**src/rtl/pattern_scan_ctrl.sv**
```systemverilog
// Sequencer that feeds parallel words bit-serially into a shared Moore pattern
// detector and reports how many times it fired and where it fired first.
module pattern_scan_ctrl #(
    parameter int unsigned  WIDTH     = 8,
    parameter bit           MSB_FIRST = 1'b1,
    localparam int unsigned CW        = $clog2(WIDTH + 1),
    localparam int unsigned IW        = $clog2(WIDTH)
) (
    input  logic             clk,
    input  logic             reset,
    input  logic             in_valid,
    output logic             in_ready,
    input  logic [WIDTH-1:0] in_data,
    input  logic             abort,
    output logic             det_clr,
    output logic             det_a,
    input  logic             det_y,
    output logic             out_valid,
    input  logic             out_ready,
    output logic [CW-1:0]    match_cnt,
    output logic [IW-1:0]    first_idx,
    output logic             first_hit,
    output logic             busy
);

    typedef enum logic [2:0] {
        IDLE  = 3'd0,
        CLEAR = 3'd1,
        SHIFT = 3'd2,
        DRAIN = 3'd3,
        DONE  = 3'd4
    } state_t;

    state_t           state_q;
    state_t           state_d;
    logic [IW-1:0]    pos_q;
    logic [IW-1:0]    pos_d;
    logic [WIDTH-1:0] word_q;
    logic             accept;
    logic             sample;
    logic [IW-1:0]    rpos;
    logic [IW-1:0]    bidx;
    logic             next_a;

    // State register
    always_ff @(posedge clk or negedge reset) begin
        if (!reset) begin
            state_q <= IDLE;
            pos_q   <= '0;
        end else begin
            state_q <= state_d;
            pos_q   <= pos_d;
        end
    end

    // Next state, capture strobe and detector-response sampling
    always_comb begin
        state_d = state_q;
        pos_d   = pos_q;
        accept  = 1'b0;
        sample  = 1'b0;
        unique case (state_q)
            IDLE: begin
                if (in_valid && in_ready) begin
                    accept  = 1'b1;
                    state_d = CLEAR;
                end
            end
            CLEAR: begin
                state_d = SHIFT;
                pos_d   = '0;
            end
            SHIFT: begin
                // det_y lags det_a by one edge, so bit 0 has no response yet
                sample = (pos_q != '0);
                if (pos_q == IW'(WIDTH - 1)) begin
                    state_d = DRAIN;
                end else begin
                    pos_d = pos_q + IW'(1);
                end
            end
            DRAIN: begin
                sample  = 1'b1;
                state_d = DONE;
            end
            DONE: begin
                if (out_ready) begin
                    state_d = IDLE;
                end
            end
            default: state_d = IDLE;
        endcase
        if (abort && (state_q != IDLE)) begin
            state_d = IDLE;
            sample  = 1'b0;
        end
    end

    // Response position of the current sample and the bit to present next cycle
    always_comb begin
        rpos   = (state_q == DRAIN) ? IW'(WIDTH - 1) : (pos_q - IW'(1));
        bidx   = MSB_FIRST ? (IW'(WIDTH - 1) - pos_d) : pos_d;
        next_a = (state_d == SHIFT) ? word_q[bidx] : 1'b0;
    end

    // Registered outputs derived from the upcoming state, plus result accumulation
    always_ff @(posedge clk or negedge reset) begin
        if (!reset) begin
            in_ready  <= 1'b0;
            busy      <= 1'b0;
            det_clr   <= 1'b0;
            det_a     <= 1'b0;
            out_valid <= 1'b0;
            word_q    <= '0;
            match_cnt <= '0;
            first_idx <= '0;
            first_hit <= 1'b0;
        end else begin
            in_ready  <= (state_d == IDLE);
            busy      <= (state_d != IDLE);
            det_clr   <= (state_d == CLEAR);
            det_a     <= next_a;
            out_valid <= (state_d == DONE);
            if (accept) begin
                word_q    <= in_data;
                match_cnt <= '0;
                first_idx <= '0;
                first_hit <= 1'b0;
            end else if (sample && det_y) begin
                match_cnt <= match_cnt + CW'(1);
                if (!first_hit) begin
                    first_idx <= rpos;
                    first_hit <= 1'b1;
                end
            end
        end
    end

endmodule

```
**config.mk**
```make
export PLATFORM = sky130hd
export DESIGN_NAME = pattern_scan_ctrl
export DESIGN_NICKNAME = d
export VERILOG_FILES = /design/src/rtl/pattern_scan_ctrl.sv
export SDC_FILE = /design/constraint.sdc
export NUM_CORES = 1
export LEC_CHECK = 0
export ABC_AREA = 1
export BUFFER_PORTS_ARGS = -buffer_cell sky130_fd_sc_hd__buf_2
export CAP_MARGIN = 0
export CORE_AREA = 2 2 81 44
export CTS_BUF_LIST = sky130_fd_sc_hd__clkbuf_4
export CTS_CLUSTER_DIAMETER = 80
export DETAILED_ROUTE_END_ITERATION = 7
export DIE_AREA = 0 0 83 46
export HOLD_SLACK_MARGIN = 0.08
export PLACE_DENSITY = 0.75
export SLEW_MARGIN = 20
export SYNTH_ARGS = -nofsm -noshare
export SYNTH_HDL_FRONTEND = slang
export SYNTH_SLANG_ARGS = --single-unit
export TNS_END_PERCENT = 1
```
**constraint.sdc**
```tcl
create_clock -name clk -period 2.4 [get_ports clk]
set_input_delay 0.12 -clock clk [delete_from_list [all_inputs] [get_ports clk]]
set_output_delay 0.12 -clock clk [all_outputs]
set_load 0.05 [all_outputs]
```
==> flow_metrics.tcl <==
set metrics [dict create \
    outcome "finished, final reports clean" \
    cp.required_ns 2.63 \
    finalPower_mw 2.09 \
    diodes 0 \
    final_max_slew_viol_count 0 \
    core_area_sq_um 3210 \
    regToRegEndpoint "det_a" \
    first_global_vias 958 \
    ff2ff_setup_slack_ns 0.80 \
    synth.cell_area_sq_um 1340 \
    drc 0 \
    crit_type "flip-flop to flip-flop" \
    portBuffers 26 \
    first_iter_violations 49 \
    io_pins 27 \
    synth_fa_ha_area_share_pct 3.73 \
    ys_types 25 \
    r2r_cells 6 \
    hold_path_class "input pin to flip-flop" \
    power.leakage_nw 0.895 \
    antenna_found_initial 0 \
    worstMarginPinSlew_ns 0.609 \
    tritoncts "built" \
    cts_setup_buffers 0 \
    dp_hpwl_microns 2080 \
    synth_xor_area_share_pct 0.653 \
    ys_warn_count 0 \
    finalWeightedCongestion 0.882 \
    min_period_over_period_pct 66.6 \
    grt_max_degree 28 \
    grt_pass1_wl_microns 4550 \
    path_clk_slew_ns 0.14 \
    path_max_fanout 18 \
    whs_path_depth 4 \
    clockBufferDepth 2 \
    grtUsageTotal_pct 15.7 \
    fin_area_sq_um 1650 \
    synth_nets 174 \
    die-area_sq_um 3820 \
    viasPerCell 4.80 \
    synth-simple-area-share_pct 34.0 \
    cts-root-buf "clkbuf_4" \
    startpoint "state_q[0]" \
    cts_buffers 3 \
    cp_slowest_stage_delay_ns 0.50 \
    ys_seq_elements 27 \
    synth_top_family_by_area "simple AND/OR/NAND/NOR gates" \
    die_y_microns 46 \
    clk_latency_ns 0.35 \
    syn2layout_area_growth_pct 23.0 \
    crit_slowest_cell "dfrtp_1" \
    start_util_pct 41.8 \
    htree_levels 1 \
    synth_cells 156 \
    post_drt_wl_per_cell_microns 11.6 \
    setup_tns_ns 0 \
    dpl-instance-area_sq_um 1520 \
    holdPathEnd "out_valid" \
    utilization_pct 51.4 \
    fp-row-count 15 \
    max_freq_mhz 626 \
    whs_ns 0.111 \
    synth_compound_area_share_pct 6.72 \
    vdd_drop_max_v 0.000606 \
    drt_wl_total_microns 2750 \
    drtPass1Iterations 5 \
    postRouteAntennaNets 0 \
    syn_avg_cell_area_sq_um 8.60 \
    critPathArrivalTime_ns 1.83 \
    setup_viol 0 \
    pwr_density_cell_nw_per_um2 1270 \
    worstSetupStartpointType "flip-flop" \
    cp_cell_sequence "nor2_2, nand4_4, a21oi_2, nor3_1, nand2_1, nor2_1" \
    fill_cells 310 \
    layout-drive-gt1-share_pct 25.1 \
    hp-start "out_ready" \
    fin_nets 214 \
    fp.dieW_microns 83 \
    seqCellArea_sq_um 676 \
    post-route-min-period_ns 1.60 \
    multi_input_area_sq_um 604 \
    cp-end-kind "flip-flop" \
    r2r_start "state_q[0]" \
    via_count 1138 \
    yosysSeqAreaShare_pct 50.4 \
    rsz0062_at_grt "false" \
    synth.area.mux_share_pct 0 \
    cts.sinks 27 \
    grt-ovfl-total 0 \
    hold_viol 0 \
    maxCapViolations 0 \
    clock_skew_ns 0.0228 \
    slew_headroom_pct 59.4 \
]
sequential cells by signal (all words and copies together), names as in the netlist:
name,count
word_q,8
state_q,3
det_clr,1
first_idx,3
in_ready,1
out_valid,1
first_hit,1
match_cnt,4
det_a,1
busy,1
pos_q,3
cell type report:
type                    instances  area share (%)
clock buffers                   3            1.36
repair buffers                 36            13.9
multi-input cells             113            36.6
clock inverters                 1           0.531
flip-flops and latches         27            40.9
well taps                      42            3.18
inverters                      15            3.41
worst max-delay path by stage:
stage                   endpoint  cells after the start
finish                     det_a                      6
global route        first_idx[1]                      8
CTS                        det_a                      6
detailed placement         det_a                      6
global placement           det_a                      6
floorplan           first_idx[1]                      8
synthesized netlist by cell type:
cell      number  share of area [%]
nor2_1         9                2.5
nor3_1         2               0.75
o21ai_2        2                1.3
a21oi_1        3                1.1
nand3_2        1               0.75
clkinv_1       1               0.28
nand2_2        4                1.9
dfrtp_1       27                 50
buf_2          1               0.37
ha_1           4                3.7
a31oi_1        1               0.47
o21ai_0        4                1.5
nor2_4         2                1.7
o21ai_1        3                1.1
xor2_1         1               0.65
nand2_1       51                 14
inv_2          2               0.56
nand4_4        1                1.6
o211ai_1       1               0.56
a21oi_2        1               0.65
inv_1         12                3.4
nand2_4        3                2.5
nor3_2         1               0.75
nand3_1       17                6.3
nor2_2         2               0.93
repair_timing:
| item | CTS | global route |
|---|---|---|
| hold buffers | 10 | 0 |
| endpoints found under the hold margin | 37 | 0 |
| resized for setup | 0 | 0 |
| endpoints found under the setup margin | 0 | 0 |
where the power goes:
group,total [mW],internal [mW],switching [mW]
clock,0.214,0.0681,0.146
sequential,0.776,0.632,0.144
combinational,1.10,0.318,0.784
total,2.09,1.02,1.07
through the flow:
stage	setup WS (ns)	instances
after floorplan	0.987	156
after global placement	0.802	223
after detailed placement	0.828	223
after CTS	0.796	237
after global routing	0.657	237
final	0.803	237
cell families (layout without fill, tap and decap cells):
kind of cell | after synthesis | count (layout)
AOI/OAI and AO/OA | 15 | 15
DFF | 27 | 27
adders and majority gates | 4 | 4
xor gates and xnor gates | 1 | 1
buffers and inverters | 16 | 55
and+or+nand+nor | 93 | 93
worst max-delay path: cells and delay by family, from the launching register on:
family / cells / cell delay (ns)
AO/OA/AOI/OAI: 1 / 0.30
flip-flops: 1 / 0.50
AND/OR/NAND/NOR: 5 / 0.70
cells in the final DEF (no fill, tap or decap), types with 4 or more instances in the layout:
cell type,count
inv_1,12
dlygate4sd3_1,10
nand3_1,17
nor2_1,9
nand2_1,51
dfrtp_1,27
nand2_2,4
o21ai_0,4
buf_2,26
ha_1,4
layer usage:
| layer | global-route usage (%) | part of all wire, % |
|---|---|---|
| met2 | 21.5 | 37 |
| met4 | 2.95 | 0.36 |
| met1 | 24.0 | 54 |
| met3 | 5.43 | 8.1 |
| met5 | 0 | 0 |
Power figures use the tool's default switching activity.
